[src/rtl/bytecode_fetch.sv]
// bytecode_fetch: walks a synchronous bytecode ROM, assembling opcode plus 0-2 operand bytes
// into one instruction handed to the translator over a valid/ready handshake.
module bytecode_fetch #(
    parameter int         ADDR_WIDTH = 10,
    parameter int         START_ADDR = 0,
    parameter logic [7:0] RETURN_OP  = 8'hB1
) (
    input  logic                  clk,
    input  logic                  reset,
    output logic [ADDR_WIDTH-1:0] mem_addr,
    input  logic [7:0]            mem_data,
    output logic                  bc_valid,
    input  logic                  bc_ready,
    output logic [7:0]            bc_opcode,
    output logic [7:0]            bc_operand1,
    output logic [7:0]            bc_operand2,
    output logic [1:0]            bc_num_operands,
    output logic [ADDR_WIDTH-1:0] bc_pc,
    output logic                  done
);
    typedef enum logic [2:0] {S_REQ, S_OP, S_OPND1, S_OPND2, S_OUT, S_HALT} state_t;

    state_t                state_q;
    logic [ADDR_WIDTH-1:0] pc_q;
    logic [ADDR_WIDTH-1:0] bc_pc_q;
    logic [7:0]            opcode_q;
    logic [7:0]            operand1_q;
    logic [7:0]            operand2_q;
    logic [1:0]            n_q;
    logic [1:0]            n_d;
    logic                  valid_q;
    logic                  done_q;

    function automatic logic [1:0] opnd_count(input logic [7:0] op);
        return (op == 8'h10 || op == 8'h15 || op == 8'h36) ? 2'd1 :
               (op == 8'h11 || op == 8'h84 || op == 8'hA7 ||
                (op >= 8'h99 && op <= 8'hA4)) ? 2'd2 : 2'd0;
    endfunction

    assign n_d             = opnd_count(mem_data);
    assign mem_addr        = pc_q;
    assign bc_valid        = valid_q;
    assign bc_opcode       = opcode_q;
    assign bc_operand1     = operand1_q;
    assign bc_operand2     = operand2_q;
    assign bc_num_operands = n_q;
    assign bc_pc           = bc_pc_q;
    assign done            = done_q;

    // pc always points one past the byte whose data arrives next, so the opcode sits at pc-1
    always_ff @(posedge clk) begin
        if (reset) begin
            state_q    <= S_REQ;
            pc_q       <= ADDR_WIDTH'(START_ADDR);
            valid_q    <= 1'b0;
            done_q     <= 1'b0;
            opcode_q   <= '0;
            operand1_q <= '0;
            operand2_q <= '0;
            n_q        <= '0;
            bc_pc_q    <= '0;
        end else begin
            case (state_q)
                S_REQ: begin
                    pc_q    <= pc_q + ADDR_WIDTH'(1);
                    state_q <= S_OP;
                end
                S_OP: begin
                    opcode_q   <= mem_data;
                    bc_pc_q    <= pc_q - ADDR_WIDTH'(1);
                    n_q        <= n_d;
                    operand1_q <= '0;
                    operand2_q <= '0;
                    if (n_d != 2'd0) begin
                        pc_q    <= pc_q + ADDR_WIDTH'(1);
                        state_q <= S_OPND1;
                    end else begin
                        valid_q <= 1'b1;
                        state_q <= S_OUT;
                    end
                end
                S_OPND1: begin
                    operand1_q <= mem_data;
                    if (n_q == 2'd2) begin
                        pc_q    <= pc_q + ADDR_WIDTH'(1);
                        state_q <= S_OPND2;
                    end else begin
                        valid_q <= 1'b1;
                        state_q <= S_OUT;
                    end
                end
                S_OPND2: begin
                    operand2_q <= mem_data;
                    valid_q    <= 1'b1;
                    state_q    <= S_OUT;
                end
                S_OUT: begin
                    if (bc_ready) begin
                        valid_q <= 1'b0;
                        done_q  <= (opcode_q == RETURN_OP);
                        state_q <= (opcode_q == RETURN_OP) ? S_HALT : S_REQ;
                    end
                end
                S_HALT: state_q <= S_HALT;
                default: state_q <= S_REQ;
            endcase
        end
    end
endmodule

[config.mk]
export PLATFORM = sky130hd
export DESIGN_NAME = bytecode_fetch
export DESIGN_NICKNAME = d
export VERILOG_FILES = /design/src/rtl/bytecode_fetch.sv
export SDC_FILE = /design/constraint.sdc
export NUM_CORES = 1
export LEC_CHECK = 0
export ABC_CLOCK_PERIOD_IN_PS = 2570
export BUFFER_PORTS_ARGS = -buffer_cell sky130_fd_sc_hd__buf_2
export CAP_MARGIN = 20
export CORE_UTILIZATION = 50
export DETAILED_ROUTE_END_ITERATION = 6
export HOLD_SLACK_MARGIN = 0.15
export PLACE_DENSITY = 0.75
export SLEW_MARGIN = 20
export SYNTH_ARGS = -nofsm -noshare
export SYNTH_HDL_FRONTEND = slang
export SYNTH_SLANG_ARGS = --single-unit
[constraint.sdc]
create_clock -name clk -period 2.57 [get_ports clk]
set_input_delay 0.257 -clock clk [delete_from_list [all_inputs] [get_ports clk]]
set_output_delay 0.257 -clock clk [all_outputs]
set_load 0.05 [all_outputs]
* Yosys cells after proc, flatten, opt, wreduce, memory -nomap -nowiden
Cells that the tools add are included.
** Storage, ports and cells
- Register bits :: 51
- Input bits :: 11
- Output and inout bits :: 48
- Word-level logic and storage cells :: 62
** Cells by class
- $add $sub $neg :: 2
- $lt $le $gt $ge :: 2
- Equality and inequality tests :: 18
- Muxes and demuxes :: 16
- Reduce and logical (&&, ||, !) cells :: 15
** Operator list (number)
- $pmux 8 s2 :: 2
- $pmux 10 s3 :: 1
- $eq 8x5->1 const B :: 3
- $eq 8x8->1 const B :: 3
- $mux 10 :: 2
- $pmux 3 s6 :: 1
- $mux 3 :: 4
- $add 10x1->10 const B :: 1
- $ne 2x2->1 const B :: 5
- $sub 10x1->10 const B :: 1
- $eq 8x6->1 const B :: 1
- $ge 8x8->1 const B :: 1
- $le 8x8->1 const B :: 1
- $eq 3x2->1 const B :: 2
- $eq 3x3->1 const B :: 2
- $reduce_bool 2->1 :: 3
- $logic_or 1x1->1 :: 5
- $mux 2 :: 2
- $pmux 1 s4 :: 1
- $reduce_and 4->1 :: 1
- $reduce_bool 4->1 :: 1
- $eq 3x1->1 const B :: 1
- $logic_not 3->1 :: 1
- $mux 1 :: 3
- other kinds (5) :: 5

* Longest topological paths before layout
- Depth after elaboration :: 9
- Gate-level depth with buffers :: 9
- Depth with buffers taken out :: 6

* Worst setup path before layout
Ideal clock, no wire load.
- Path type :: flip-flop to flip-flop
- Start :: reg pc_q[2], in the netlist mem_addr[2]
- End :: reg bc_pc_q[8], in the netlist bc_pc[8]
- Library setup time :: 86 ps
- Data arrival time :: 2199 ps
- Data required time :: 2484 ps
- Setup slack :: 286 ps
- Stages on the path, launching flop included :: 8
- Buffers on the path :: 1
- Clock period less this slack :: 2284 ps
- Path through :: dfxtp_1 clkbuf_1 or3_1 or2_1 or3_1 or2_1 xor2_1 a211oi_1
** Between the ends
- Word-level cells in the longest chain between the ends :: 1
** RTL lines
- from (decl) :: RTL line 24 : logic [ADDR_WIDTH-1:0] pc_q;
- from (signal assigned) :: RTL line 54 : pc_q <= ADDR_WIDTH'(START_ADDR);
- from (signal assigned) :: RTL line 65 : pc_q <= pc_q + ADDR_WIDTH'(1);
- from (signal assigned) :: RTL line 75 : pc_q <= pc_q + ADDR_WIDTH'(1);
- $sub 10x1->10 :: RTL line 70 : bc_pc_q <= pc_q - ADDR_WIDTH'(1);
- to (signal assigned) :: RTL line 70
- to (decl) :: RTL line 25 : logic [ADDR_WIDTH-1:0] bc_pc_q;
No other way between the ends.
A chain may end at the register's enable or synchronous reset.

* Final worst setup path
- Start :: reg state_q[1]
- End :: reg pc_q[5], in the netlist mem_addr[5]
** Between the ends
- Word-level cells in the longest chain between the ends :: 3
- Elaborated cells between the ends (all ways) :: 8
- Those cells by class :: 4 x eq/ne; 1 x mux; 3 x reduce/logical
** RTL lines
- from (decl) :: RTL line 23 : state_t state_q;
- from (signal assigned) :: RTL line 101 : state_q <= (opcode_q == RETURN_OP) ? S_HALT : S_REQ;
- $eq 3x2->1 (tied with other cells) :: RTL line 63 : case (state_q)
- $ne 2x2->1 (no source line) or $reduce_bool 3->1 (tied branches)
- $reduce_and 3->1 (no source line)
- to (signal assigned) :: RTL line 65
- to (signal assigned) :: RTL line 75
- to (signal assigned) :: RTL line 85 : pc_q <= pc_q + ADDR_WIDTH'(1);
Parallel ways exist; a longest one is shown, timed or not.

==> metrics.csv <==
stage,metric,value,unit
timing,finalSetupViolations,0,
routing,first_pass_iters,4,
synth,synth-async-reset-ratio,0,%
synth,ys_seq_area_share,40.6,%
clocking,clk_pin_slew,90,ps
setup_path,path_class,reg2reg,
setup_path,critPathLaunchType,flop,
synth,ys.flop_type,dfxtp_1,
setup_path,critical_path_arrival,2320,ps
setup_path,setup.worst_path.end,mem_addr[5]$_SDFFE_PP0P_,
global_routing,antenna_found_initial,0,
timing,rsz0062_at_grt,false,
job,cap_violations,0,
routing,antenna_left,0,
power_and_ir_drop,leakagePower,0.00129,uW
clocking,cts-resized-gates,0,
final_layout,insertedDiodeCount,0,
clocking,h-tree-depth,2,
clocking,post_cts_buffers,0,
setup_path,worstPathMaxFanout,13,
final_layout,nets,383,
timing,hold_violations,0,
clocking,clock_sinks,51,
final_layout,syn2layout_area_growth,17.9,%
run_status,status,"finished, final reports clean",
clocking,clk_path_buf_depth,2,
final_layout,final_util,62.0,%
min_path,min_path_type,in2reg,
power_and_ir_drop,finalPower,2190,uW
placed_design,place_hpwl,3960,um
placed_design,io_buffer_count,58,
setup_path,reg2reg_from,state_q[1]$_SDFFE_PP0N_,
synth,synth_seq_cells,51,
routing,wl_per_cell,13.0,um
synth,synth_area_leaders,"dfxtp_1 (41%), nor2_1 (8.5%), a21oi_1 (8.0%), nand2_1 (4.6%), a211oi_1 (2.7%)",
floorplan,rows,25,
floorplan,dieArea,5320,um2
synth,post-synth-top-count-cell,nor2_1,
final_layout,drive_above_1_share,22.6,%
timing,slew_headroom,34.9,%
floorplan,start_util,52.5,%
synth,synthCells,320,
power_and_ir_drop,cellPowerDensity,738,nW/um2
routing,vias,2346,
clocking,cts_tree,done,
clocking,cts.root.buffer_cell,clkbuf_8,
synth,synth.avg_cell_area,7.86,um2
synth,ys_types,51,
floorplan,pin_count,59,
final_layout,fillers,472,
setup_path,rrSetupSlack,440,ps
synth,synth.cell_area,2510,um2
timing,finClkSkew,4.65,ps
timing,finalCritPeriodShare,82.7,%
synth,synth_nets,333,
synth,yosysTopAreaCell,dfxtp_1,
floorplan,die_x,72.9,um
floorplan,fp.coreArea,4790,um2
setup_path,reg2reg_depth,6,
timing,tightest_slew,977,ps
clocking,numCtsBuffers,5,
setup_path,required,2760,ps
timing,slew_viol_final,0,
routing,via_per_inst,5.36,
routing,totalWireLength,5700,um
global_routing,grt_max_degree,56,
setup_path,crit_path_end_kind,flop,
timing,fmax,470,MHz
synth,synth_top_area_share,40.6,%
routing,drtIter0Drc,104,
global_routing,grt_usage,22.4,%
synth,synth_edf_count,0,
routing,route.detailed.drc,0,
timing,fin_crit,2130,ps
clocking,worstSkewPairLatency,300,ps
global_routing,grt_pass1_vias,1973,
setup_path,r2r-end,mem_addr[5]$_SDFFE_PP0P_,
synth,synth_top_cells_by_count,"nor2_1 (57), dfxtp_1 (51), a21oi_1 (40), nand2_1 (31), clkbuf_1 (18)",
clocking,cts_hold_buf,0,
global_routing,overflow,0,
setup_path,startpoint,state_q[1]$_SDFFE_PP0N_,
timing,setup_tns,0,ps
global_routing,grt_pass1_wl,9290,um
floorplan,die_y,72.9,um
placed_design,gp_congestion,0.806,
synth,yosys_warnings,0,
power_and_ir_drop,irDropWorstVdd,0.410,mV
-- state kept, by name, summed over array words and instances, names as in the netlist --
name / cells
bc_pc: 10
state_q: 3
bc_operand1: 8
mem_addr: 10
bc_valid: 1
bc_num_operands: 2
bc_opcode: 8
bc_operand2: 8
done: 1
-- worst min path at each step --
stage               slack, ps                   startpoint  depth (start not counted)                     endpoint
global placement          440  bc_operand2[5]$_SDFFE_PP0P_                          2  bc_operand2[5]$_SDFFE_PP0P_
detailed placement        440  bc_operand2[5]$_SDFFE_PP0P_                          2  bc_operand2[5]$_SDFFE_PP0P_
global route              270                  mem_data[7]                          3    bc_opcode[7]$_SDFFE_PP0P_
CTS                       260                  mem_data[7]                          3    bc_opcode[7]$_SDFFE_PP0P_
floorplan                 390                  mem_data[0]                          2    bc_opcode[0]$_SDFFE_PP0P_
finish                    260                  mem_data[0]                          3    bc_opcode[0]$_SDFFE_PP0P_
-- worst max-delay path, cell delays in order, from the launching register on --
cell and delay, ps:
dfxtp_1 320, or3b_1 410, a21o_1 170, a31o_1 200, a211oi_4 450, nor4_1 140
mux2_1 330
-- power by group --
group          internal (uW)  switching (uW)  total [uW]  leakage [uW]
logic                    226             492         718      0.000810
clock network            315             257         572     0.0000612
registers                855            42.0         897      0.000415
total                   1400             791        2190       0.00129
-- per-layer routing --
metal | global-route usage, % | routed length [um]
met1 | 33.8 | 2910
met2 | 32.1 | 2380
met3 | 4.14 | 361
met4 | 6.97 | 51
met5 | 0 | 0
-- kinds of logic after synthesis --
logic type	after synthesis	share of synthesized area, %
xor gates and xnor gates	8	2.79
buffers and inverters	32	5.67
AOI/OAI and AO/OA	80	20.0
and+or+nand+nor	144	28.4
muxes	3	1.49
adders and majority gates	2	0.995
DFF	51	40.6
-- layout by cell type, fill, tap and decap left out, types with 3 or more instances in the layout --
cell type / count
nand3_1: 9
nor2b_1: 4
dfxtp_1: 51
nor2_1: 57
nor3_1: 3
a21oi_1: 40
o21a_1: 3
xnor2_1: 6
a211oi_1: 9
buf_2: 58
or4_1: 5
or4bb_1: 3
buf_4: 10
a22oi_1: 6
o31ai_1: 4
clkbuf_8: 6
nand2_1: 31
nor4_1: 4
or3_1: 8
inv_1: 7
o21ai_0: 7
nand2b_1: 5
-- layout make-up --
class | count | area [um2] | area share (%)
Tap cell | 67 | 83.8 | 2.83
Inverter | 7 | 26.3 | 0.886
Clock inverter | 2 | 35.0 | 1.18
Sequential cell | 51 | 1020 | 34.4
Multi-Input combinational cell | 237 | 1350 | 45.6
Timing Repair Buffer | 68 | 365 | 12.3
Clock buffer | 6 | 82.6 | 2.78
-- metrics by stage --
stage	setup slack (ps)	std cells	hold WS, ps	area [um2]
after global placement	362	430	439	2850
after CTS	440	438	256	2970
after detailed placement	320	430	440	2850
after global routing	301	438	273	2970
final	443	438	264	2970
after floorplan	286	320	393	2510
Note: power is estimated with default switching activity, not from simulation.
